### src/rtl/scan_mux_pkg.sv
// scan_mux_pkg: shared state type and index helpers for the scan word selector
package scan_mux_pkg;
  typedef enum logic [1:0] {ST_IDLE, ST_DWELL, ST_EMIT} state_t;
  function automatic int clog2(input int n);
    int r = 0;
    while ((1 << r) < n) r++;
    return r;
  endfunction
  function automatic int phys_idx(input int k, input int n, input bit rev);
    return rev ? n - 1 - k : k;
  endfunction
endpackage

### src/rtl/ch_next_find.sv
// ch_next_find: rotating priority encoder returning the first set mask bit at or after start
module ch_next_find #(
  parameter int N_CH = 16,
  parameter int SEL_W = 4
) (
  input  logic [N_CH-1:0]  mask,
  input  logic [SEL_W-1:0] start,
  output logic [SEL_W-1:0] idx,
  output logic             found
);
  // Walk offsets from farthest to nearest so the nearest enabled channel is written last
  always_comb begin
    idx = '0;
    found = |mask;
    for (int i = N_CH - 1; i >= 0; i--)
      if (mask[(int'(start) + i) % N_CH]) idx = SEL_W'((int'(start) + i) % N_CH);
  end
endmodule

### src/rtl/scan_mux_sel.sv
// scan_mux_sel: registered N-channel word selector with manual and round-robin scan modes
module scan_mux_sel
  import scan_mux_pkg::*;
#(
  parameter int N_CH = 16,
  parameter int DW = 8,
  parameter int DWELL = 4,
  parameter bit REVERSE = 1'b0,
  localparam int SEL_W = clog2(N_CH)
) (
  input  logic              clk,
  input  logic              rst_n,
  input  logic [N_CH*DW-1:0] d,
  input  logic              mode,
  input  logic [SEL_W-1:0]  sel,
  input  logic              sel_load,
  input  logic [N_CH-1:0]   en_mask,
  input  logic              out_ready,
  output logic [DW-1:0]     y,
  output logic [SEL_W-1:0]  y_ch,
  output logic              y_valid,
  output logic              err
);
  state_t state, nstate;
  logic [7:0] cnt;
  logic [SEL_W-1:0] cur, ptr, nidx, phys;
  logic [N_CH-1:0] lmask;
  logic found, load_ok, load_bad, fire;

  ch_next_find #(.N_CH(N_CH), .SEL_W(SEL_W)) u_find (
    .mask(lmask),
    .start(ptr),
    .idx(nidx),
    .found(found)
  );

  assign phys = SEL_W'(phys_idx(int'(cur), N_CH, REVERSE));
  assign load_ok = state == ST_IDLE && !mode && sel_load && int'(sel) < N_CH;
  assign load_bad = state == ST_IDLE && !mode && sel_load && int'(sel) >= N_CH;
  assign fire = state == ST_EMIT && (!y_valid || out_ready);

  // Present en_mask in logical order so the finder walks the (possibly reversed) scan order
  always_comb begin
    lmask = '0;
    for (int k = 0; k < N_CH; k++) lmask[k] = en_mask[phys_idx(k, N_CH, REVERSE)];
  end

  // Next-state selection; a dropped mode aborts a dwell before it can emit
  always_comb begin
    nstate = state;
    case (state)
      ST_IDLE:  nstate = load_ok ? ST_EMIT : (mode && found) ? ST_DWELL : ST_IDLE;
      ST_DWELL: nstate = !mode ? ST_IDLE : (cnt == 8'(DWELL - 1)) ? ST_EMIT : ST_DWELL;
      ST_EMIT:  nstate = fire ? ST_IDLE : ST_EMIT;
      default:  nstate = ST_IDLE;
    endcase
  end

  // State, dwell counter, channel pointers and the held output slot
  always_ff @(posedge clk) begin
    if (!rst_n) begin
      state <= ST_IDLE;
      cnt <= '0;
      cur <= '0;
      ptr <= '0;
      y <= '0;
      y_ch <= '0;
      y_valid <= 1'b0;
      err <= 1'b0;
    end else begin
      state <= nstate;
      cnt <= (state == ST_DWELL && nstate == ST_DWELL) ? cnt + 8'd1 : 8'd0;
      err <= load_bad;
      if (load_ok) cur <= sel;
      else if (state == ST_IDLE && mode && found) cur <= nidx;
      if (fire && mode) ptr <= (int'(cur) == N_CH - 1) ? '0 : cur + 1'b1;
      if (fire) begin
        y <= d[phys*DW +: DW];
        y_ch <= phys;
      end
      y_valid <= fire | (y_valid & ~out_ready);
    end
  end
endmodule

### config.mk
export PLATFORM = sky130hd
export DESIGN_NAME = scan_mux_sel
export DESIGN_NICKNAME = d
export VERILOG_FILES = /design/src/rtl/scan_mux_pkg.sv /design/src/rtl/ch_next_find.sv /design/src/rtl/scan_mux_sel.sv
export SDC_FILE = /design/constraint.sdc
export NUM_CORES = 1
export LEC_CHECK = 0
export CORE_MARGIN = 2
export CORE_UTILIZATION = 34
export CTS_CLUSTER_SIZE = 30
export DETAILED_ROUTE_END_ITERATION = 12
export DONT_BUFFER_PORTS = 1
export PLACE_DENSITY = 0.46
export SLEW_MARGIN = 20
export SYNTH_ARGS = -nofsm -noshare
export SYNTH_HDL_FRONTEND = slang
export SYNTH_SLANG_ARGS = --single-unit
### constraint.sdc
create_clock -name clk -period 5.4 [get_ports clk]
set_input_delay 1.08 -clock clk [delete_from_list [all_inputs] [get_ports clk]]
set_output_delay 1.08 -clock clk [all_outputs]
set_load 0.1 [all_outputs]
After elaboration in Yosys (flattened, before gate mapping)
Index checks and enable logic that the tools add are counted.
{ "totals": {"in_bits": 153, "register_bits": 31, "elab_cells": 166} }
{ "classes": {"n_bitwise": 18, "addsub": 17, "n_reduce_logical": 30, "order_cmp": 16, "eq_ne": 5, "n_mux": 72, "shifts": 1} }
{ "ops": {"columns": ["operator", "count"], "rows": [
  ["128-bit by 8-bit indexed part select with 8-bit output", 1],
  ["5-bit by 6-bit less-than comparator with 1-bit output, second input constant", 15],
  ["4-bit 2-to-1 mux", 19],
  ["1-bit binary-select mux with 4-bit select", 16],
  ["4-bit OR reduction", 15],
  ["4-bit adder, second input constant", 8],
  ["1-bit 2-to-1 mux", 32],
  ["4-bit by 3-bit adder with 4-bit output, second input constant", 4],
  ["16-bit OR reduction", 1],
  ["1-bit AND, first input constant", 15],
  ["4-bit by 1-bit adder with 4-bit output, second input constant", 2],
  ["4-bit by 2-bit adder with 4-bit output, second input constant", 2],
  ["8-bit by 1-bit adder with 8-bit output, second input constant", 1],
  ["8-bit by 2-bit == test with 1-bit output, second input constant", 1],
  ["1-bit logical AND", 8],
  ["2-bit 2-to-1 mux", 4],
  ["2-bit one-hot mux with 3 select lines", 1],
  ["4-bit by 5-bit less-than comparator with 1-bit output, second input constant", 1],
  ["2-bit by 1-bit == test with 1-bit output, second input constant", 2],
  ["4-bit by 1-bit == test with 1-bit output, second input constant", 1],
  ["2-bit == test, second input constant", 1],
  ["1-bit zero test", 2],
  ["2-bit zero test", 1],
  ["2-bit AND reduction", 1],
  ["other kinds (5)", 5]
]} }

Longest topological paths before layout
Gate-level depths: netlist of the first run.
{ "depth": {"depth_word": 24, "depth_mapped": 16} }

Hierarchy
A second synthesis of the first run with hierarchy kept.
{ "unflattened": {"hier_cells": 463, "area_unflattened_um2": 4734.5} }
{ "by_module_without_submodules": {"columns": ["mod", "area_each_um2", "instances", "seq_area_each_um2", "cells_each"], "rows": [
  ["ch_next_find", 2408.6, 1, 0.0, 256],
  ["scan_mux_sel", 2326.0, 1, 620.6, 207]
]} }

Worst setup path after synthesis of the first run
OpenSTA, ideal clock, no wires.
{ "synth_timing": {"path_type": "flip-flop to flip-flop", "start": "register ptr[1]", "end": "register cur[0]", "n_path_buf": 4, "stages_incl_launch_ff": 14, "slack_ns": 1.402, "period_less_slack_ns": 3.998, "arrival_time_ns": 3.939, "cell_sequence": "dfxtp_1 > buf_2 > buf_2 > clkbuf_1 > inv_1 > ha_1 > buf_6 > mux2_4 > mux2_2 > mux4_2 > o2111a_1 > or4_1 > a41oi_1 > o311a_1"} }
{ "synth_via": {"elab_chain_cells": 22, "word_cells_on_any_way": 80, "cone_classes": "add/sub (15); mux (65)"} }
{ "synth_rtl": {"columns": ["item", "line_no", "source"], "rows": [
  ["from (decl)", "scan_mux_sel.sv:26", "logic [SEL_W-1:0] cur, ptr, nidx, phys;"],
  ["from (signal assigned)", "scan_mux_sel.sv:76", "if (fire && mode) ptr <= (int'(cur) == N_CH - 1) ? '0 : cur + 1'b1;"],
  ["4-bit adder", "ch_next_find.sv:16", "if (mask[(int'(start) + i) % N_CH]) idx = SEL_W'((int'(start) + i) % N_CH);"],
  ["1-bit binary-select mux with 4-bit select", "ch_next_find.sv:16", null],
  ["1-bit 2-to-1 mux (implied by the code) (2 in series)", "ch_next_find.sv:16", null],
  ["4-bit 2-to-1 mux (15 in series)", "ch_next_find.sv:16", null],
  ["4-bit 2-to-1 mux *", "ch_next_find.sv:16", null],
  ["4-bit 2-to-1 mux *", "scan_mux_sel.sv:75", "else if (state == ST_IDLE && mode && found) cur <= nidx;"],
  ["4-bit 2-to-1 mux *", "scan_mux_sel.sv:74", "if (load_ok) cur <= sel;"],
  ["to (signal assigned)", "scan_mux_sel.sv:74", null],
  ["to (signal assigned)", "scan_mux_sel.sv:75", null],
  ["to (decl)", "scan_mux_sel.sv:26", null]
]} }
Mark *: on every way between the ends. The rest lies on a longest branch, timed or not. The select of a mux whose other input is x is not followed.
A chain may end at the register's enable or synchronous reset.

Final worst setup path of the first run
{ "layout_timing": {"start": "register ptr[2]", "end": "register cur[2]"} }
Same word-level chain as after synthesis.

==> results.py, run 1 <==
metrics = {
    "outcome": {
        "status": "complete, no violations",
    },
    "place": {
        "place_congestion": 0.8709,
        "dp_cells": 624,
        "post-dp-hpwl_mm": 11.23,
        "portBuffers": 0,
    },
    "power": {
        "p_total_uw": 913.8,
        "p_per_area_nw_per_um2": 189.9,
        "power_leakage_nw": 1.562,
        "max-vdd-ir-drop_v": 0.0001167,
    },
    "logic_synthesis": {
        "synth_top_cells_by_area": "mux4_2 (32%), dfxtp_1 (14%), mux2i_1 (5.8%), nand2_1 (4.2%), nor2_1 (3.3%)",
        "synth_ff_type": "dfxtp_1",
        "yosysUniqueCellTypes": 64,
        "syn_inst": 473,
        "synth_seq_area_share": 0.1376,
        "synth_top_cell_by_area": "mux4_2",
        "synth_compound_area_frac": 0.1551,
        "synth_nets": 635,
        "synth_top_family_by_area": "multiplexers",
        "synth_edf_count": 0,
        "synthesis.area_um2": 4509,
        "synthSimpleGateAreaFrac": 0.1632,
        "synth_mux_area_frac": 0.4334,
        "synth-seq-cells": 31,
        "synth_top_area_share": 0.3246,
        "synth.avg_cell_area_um2": 9.533,
        "synth_adder_area_share": 0.02497,
        "ys_async_sr_fraction": 0,
        "yosysWarnings": 0,
        "synth-xor-area-share": 0.04273,
    },
    "critical_path": {
        "cpMaxStageDelayCell": "ha_1",
        "worst_path_most_repeated_cell": "nor2_1",
        "cpPeakStageDelay_ns": 0.75,
        "crit_path_end_kind": "flip-flop",
        "required_ns": 5.58,
        "path_buf_inv": 2,
        "path_max_fanout": 26,
        "cp_data_arrival_time_ns": 4.31,
        "cpLargestDelayFamily": "multiplexers",
        "critical_path_class": "reg -> reg",
        "path_cells": "buf_4 > clkinv_1 > ha_1 > mux4_2 > mux2i_1 > nor2_1 > nor2_1 > o2111ai_1 > nor3_1 > a211oi_1 > a311oi_1",
        "startpoint_type": "flip-flop",
    },
    "floorplan": {
        "rows": 42,
        "dieArea_um2": 14200,
        "die_h_um": 119.2,
        "start_util": 0.3446,
        "core_um2": 13090,
        "fp.dieW_um": 119.2,
        "io_pins": 167,
    },
    "drt": {
        "wl_per_cell_um": 22.80,
        "ant_nets": 0,
        "drt-initial-drc-count": 229,
        "viasPerCell": 6.391,
        "wirelength_mm": 14.41,
        "vias": 4039,
        "drt_first_pass_iters": 4,
        "remaining_drc_errors": 0,
    },
    "sta": {
        "rsz0062_at_grt": "no",
        "period_share": 0.7651,
        "relSlewSlack": 0.3083,
        "final.setup.tns_ns": 0,
        "finalSetupViolations": 0,
        "fmax_mhz": 242.0,
        "final.min_clock_period_ns": 4.132,
        "tightest_slew_ns": 1.036,
        "skew_ns": 0.003325,
        "maxSlewViolCount": 0,
        "finalHoldViolCount": 0,
    },
    "clocking": {
        "hold_buffers": 0,
        "cts.path.max_buffers": 2,
        "clock_sinks": 31,
        "cts_root_buffer": "clkbuf_16",
        "postCtsSetupBuffers": 0,
        "htreeDepth": 2,
        "numCtsBuffers": 5,
        "path_clk_slew_ns": 0.05,
        "cts_tree": "done",
        "postCtsResizedCells": 0,
        "clock_latency_ns": 0.28,
    },
    "hold_path": {
        "hp-class": "reg -> reg",
    },
    "final_layout": {
        "antenna_cells": 0,
        "drive_gt1_frac": 0.2171,
        "final_common_cell": "mux4_2",
        "fin_cells": 632,
        "area_delta_synth_final_pct": 6.687,
        "fin_nets": 617,
        "final_cell_mix": "mux4_2 (65), nand2_1 (50), nor2_1 (40)",
    },
    "grt": {
        "grt_pass1_vias": 3943,
        "grt_overflow": 0,
        "grt_usage": 0.1994,
        "grt_first_pass_wirelength_mm": 22.45,
        "antenna_found_initial": 0,
        "grt_max_degree": 39,
    },
    "flow_run": {
        "maxCapViolations": 0,
    },
}
-- area by class of cell --
type                            count  area [um^2]
Clock buffer                        6        138.9
Fill cell                        1333         8274
Inverter                            9        36.28
Tap cell                          176        220.2
Multi-Input combinational cell    400         3699
Clock inverter                      2        35.03
Timing Repair Buffer                8        60.06
Sequential cell                    31        621.8
-- through the flow --
stage	util	worst slack, ns	hold slack, ns	cell area [um^2]
floorplan	-	1.402	0.4377	4509
global placement	0.3544	1.273	0.4667	4637
detailed placement	0.3544	1.299	0.4742	4637
CTS	0.3677	1.286	0.4868	4811
global route	0.3677	0.9841	0.5047	4811
finish	0.3677	1.268	0.4822	4811
-- flip-flops by register name, indices dropped and copies added (netlist names) --
register	cells
cnt	8
y	8
cur	4
ptr	4
y_ch	4
state	2
y_valid	1
-- synth_stat cells, types with 3 or more instances --
cell       instances
xnor2_1            8
mux2_2             8
or3_1              5
a221oi_1           3
and3_1             4
clkbuf_1          18
o21ai_1            4
nor3_1             7
a211oi_1           3
o21a_1             3
nor2b_1            5
inv_1              5
ha_1               9
mux2i_1           26
nor2_1            40
o211ai_1           5
dfxtp_1           31
nand2b_1           7
o21ai_0            9
nand3_1           19
o22ai_1           10
nand4_1            5
o2111ai_1          6
o31ai_1            3
xor2_1            14
a31oi_1            5
a21boi_0           9
a21oi_1           23
buf_2              6
nand2_1           50
mux2_1             5
nor4_1             5
mux4_2            65
buf_1              5
-- worst paths after layout --
check	from	end	slack, ns	depth (start not counted)
worst max register to register	ptr[2]	cur[2]	1.27	11
worst min register to register	cnt[0]	cnt[0]	0.48	1
worst min-delay path	cnt[0]	cnt[0]	0.48	1
worst max-delay path	ptr[2]	cur[2]	1.27	11
-- worst register-to-register path, delay by kind of cell (launching register included) --
kind            cells  cell delay, ns
mux                 2            0.96
simple gates        3            0.76
fa+ha+maj           1            0.75
buf+inv             2            0.73
compound gates      3            0.55
flops               1            0.30
-- report_power, final --
group          internal, mW  leakage, nW  switching (mW)  total, mW
registers             0.236        0.252          0.0329      0.269
logic                 0.156         1.22           0.157      0.313
clock network         0.229       0.0868           0.102      0.331
total                 0.621         1.56           0.293      0.914
-- layer usage --
| metal | share of wire | global-route usage | up-vias |
|---|---|---|---|
| met2 | 0.47 | 0.3132 | 193 |
| li1 | - | - | 1836 |
| met5 | 0 | 0 | - |
| met3 | 0.069 | 0.03496 | 21 |
| met1 | 0.43 | 0.2822 | 1989 |
| met4 | 0.023 | 0.05655 | 0 |
-- kinds of logic (layout without fill, tap and decap cells) --
family | count (synthesis) | after routing
other | 1 | 1
multiplexers | 109 | 109
flip-flops | 31 | 31
AND/OR/NAND/NOR | 157 | 157
XOR/XNOR | 22 | 22
adder cells (fa/ha/maj) | 9 | 9
AO/OA/AOI/OAI | 102 | 102
buffers and inverters | 42 | 25
No activity file was read; power rests on OpenSTA's default activity.
==> inputs of run 2 (changes only) <==
- PLACE_DENSITY: 0.46 -> 0.48
- clock period: 5.4 -> 3.8 ns (I/O delays scaled with it)
==> results.py, run 2 (synthesis gave the netlist of run 1 again) <==
metrics = {
    "grt": {
        "grt_overflow": 0,
        "grt_usage": 0.1952,
        "grt_pass1_vias": 4057,
        "grt_first_pass_wirelength_mm": 22.20,
        "antenna_found_initial": 0,
        "grt_max_degree": 34,
    },
    "sta": {
        "fmax_mhz": 293.1,
        "tightest_slew_ns": 1.041,
        "skew_ns": 0.004532,
        "maxSlewViolCount": 0,
        "final.setup.tns_ns": 0,
        "period_share": 0.8978,
        "finalSetupViolations": 0,
        "finalHoldViolCount": 0,
        "rsz0062_at_grt": "no",
        "holdWs_ns": 0.4765,
        "relSlewSlack": 0.3047,
        "final.min_clock_period_ns": 3.412,
    },
    "drt": {
        "drt-initial-drc-count": 243,
        "wirelength_mm": 14.32,
        "vias": 4163,
        "drt_first_pass_iters": 5,
        "viasPerCell": 6.444,
        "wl_per_cell_um": 22.16,
        "remaining_drc_errors": 0,
        "ant_nets": 0,
    },
    "clocking": {
        "numCtsBuffers": 5,
        "htreeDepth": 2,
        "cts_root_buffer": "clkbuf_16",
        "cts_tree": "done",
        "postCtsResizedCells": 0,
        "clock_sinks": 31,
        "postCtsSetupBuffers": 0,
        "path_clk_slew_ns": 0.05,
        "hold_buffers": 0,
        "clock_latency_ns": 0.27,
        "cts.path.max_buffers": 2,
    },
    "floorplan": {
        "fp.dieW_um": 119.2,
        "die_h_um": 119.2,
        "start_util": 0.3446,
        "core_um2": 13090,
        "dieArea_um2": 14200,
        "rows": 42,
        "io_pins": 167,
    },
    "final_layout": {
        "antenna_cells": 0,
        "reg.largest.list": "cnt: 8 flops, y: 8 flops",
        "final_common_cell": "mux4_2",
        "drive_gt1_frac": 0.2426,
        "n_fill_cell": 1295,
        "final_cell_mix": "mux4_2 (65), nand2_1 (50), nor2_1 (40)",
        "fin_nets": 631,
        "area_delta_synth_final_pct": 9.101,
    },
    "critical_path": {
        "startpoint_type": "flip-flop",
        "crit_path_end_kind": "flip-flop",
        "rr_endpoint": "cur[0]",
        "timing.rr.start": "ptr[1]",
        "required_ns": 4.01,
        "cp_data_arrival_time_ns": 3.62,
        "path_max_fanout": 8,
        "r2r_cells": 10,
        "critical_path_class": "reg -> reg",
        "r2r_slack_ns": 0.39,
    },
    "flow_run": {
        "maxCapViolations": 0,
    },
    "hold_path": {
        "holdPathEnd": "cnt[0]",
        "hold-path-cell-count": 1,
        "min_from": "cnt[0]",
        "hp-class": "reg -> reg",
    },
    "place": {
        "portBuffers": 0,
        "post-dp-hpwl_mm": 11.47,
        "place_congestion": 0.9610,
    },
    "outcome": {
        "status": "complete, no violations",
    },
    "power": {
        "p_per_area_nw_per_um2": 262.4,
        "max-vdd-ir-drop_v": 0.0001467,
        "power_leakage_nw": 1.630,
    },
}
==> run 2: cell types whose count changed in the layout (fill, tap and decap cells not counted), sizes merged <==
cell | before | now
buf | 8 | 22
==> run 2: metrics by stage <==
| stage | power (mW) | cells | util | worst slack (ns) | cell area (um^2) |
|---|---|---|---|---|---|
| after floorplan | 0.7469 | 473 | - | 0.009612 | 4513 |
| after global placement | 0.8341 | 638 | 0.3624 | 0.4629 | 4742 |
| after detailed placement | 0.8349 | 638 | 0.3624 | 0.4004 | 4742 |
| after CTS | 1.303 | 646 | 0.3757 | 0.3837 | 4916 |
| after global routing | 1.358 | 646 | 0.3760 | 0.08961 | 4920 |
| final | 1.291 | 646 | 0.3760 | 0.3885 | 4920 |
==> run 2: area by class of cell <==
class                      count  area (um^2)  area share
clock buffer                   6        138.9     0.02823
clock inverter                 2        35.03    0.007121
inverter                       9        36.28    0.007375
multi-input combinational    400         3699      0.7518
sequential                    31        625.6      0.1272
tap                          176        220.2     0.04476
timing repair buffer          22        165.2     0.03357
==> run 2: worst max path at each step <==
| stage | start | to | slack, ns | cells after the start |
|---|---|---|---|---|
| 2_1_floorplan | ptr[1] | cur[0] | 0.01 | 13 |
| 3_3_place_gp | ptr[2] | cur[0] | 0.46 | 9 |
| 3_5_place_dp | ptr[1] | cur[0] | 0.40 | 10 |
| 4_1_cts | ptr[1] | cur[0] | 0.38 | 10 |
| 5_1_grt | ptr[1] | cur[2] | 0.09 | 13 |
| 6_report | ptr[1] | cur[0] | 0.39 | 10 |
==> run 2: power by group <==
part | switching (mW) | internal, mW | total (mW)
registers | 0.0668 | 0.336 | 0.402
clock network | 0.133 | 0.325 | 0.458
logic | 0.203 | 0.227 | 0.430
==> run 2: per-layer routing <==
layer | routed length, um | vias up | part of all wire | GRT usage
met2 | 6964 | 222 | 0.49 | 0.3193
met5 | 0 | - | 0 | 0
li1 | - | 1861 | - | -
met3 | 958 | 31 | 0.067 | 0.02826
met1 | 6057 | 2049 | 0.42 | 0.2689
met4 | 338 | 0 | 0.024 | 0.05580
==> run 2: worst max-delay path, cell delays in order (launching register included) <==
cell,delay [ns]
dfxtp_1,0.38
inv_1,0.11
ha_1,0.34
buf_4,0.19
mux2_4,0.31
mux2_2,0.28
mux4_2,0.53
o2111a_1,0.26
or4_1,0.54
a41oi_1,0.23
o311a_1,0.17
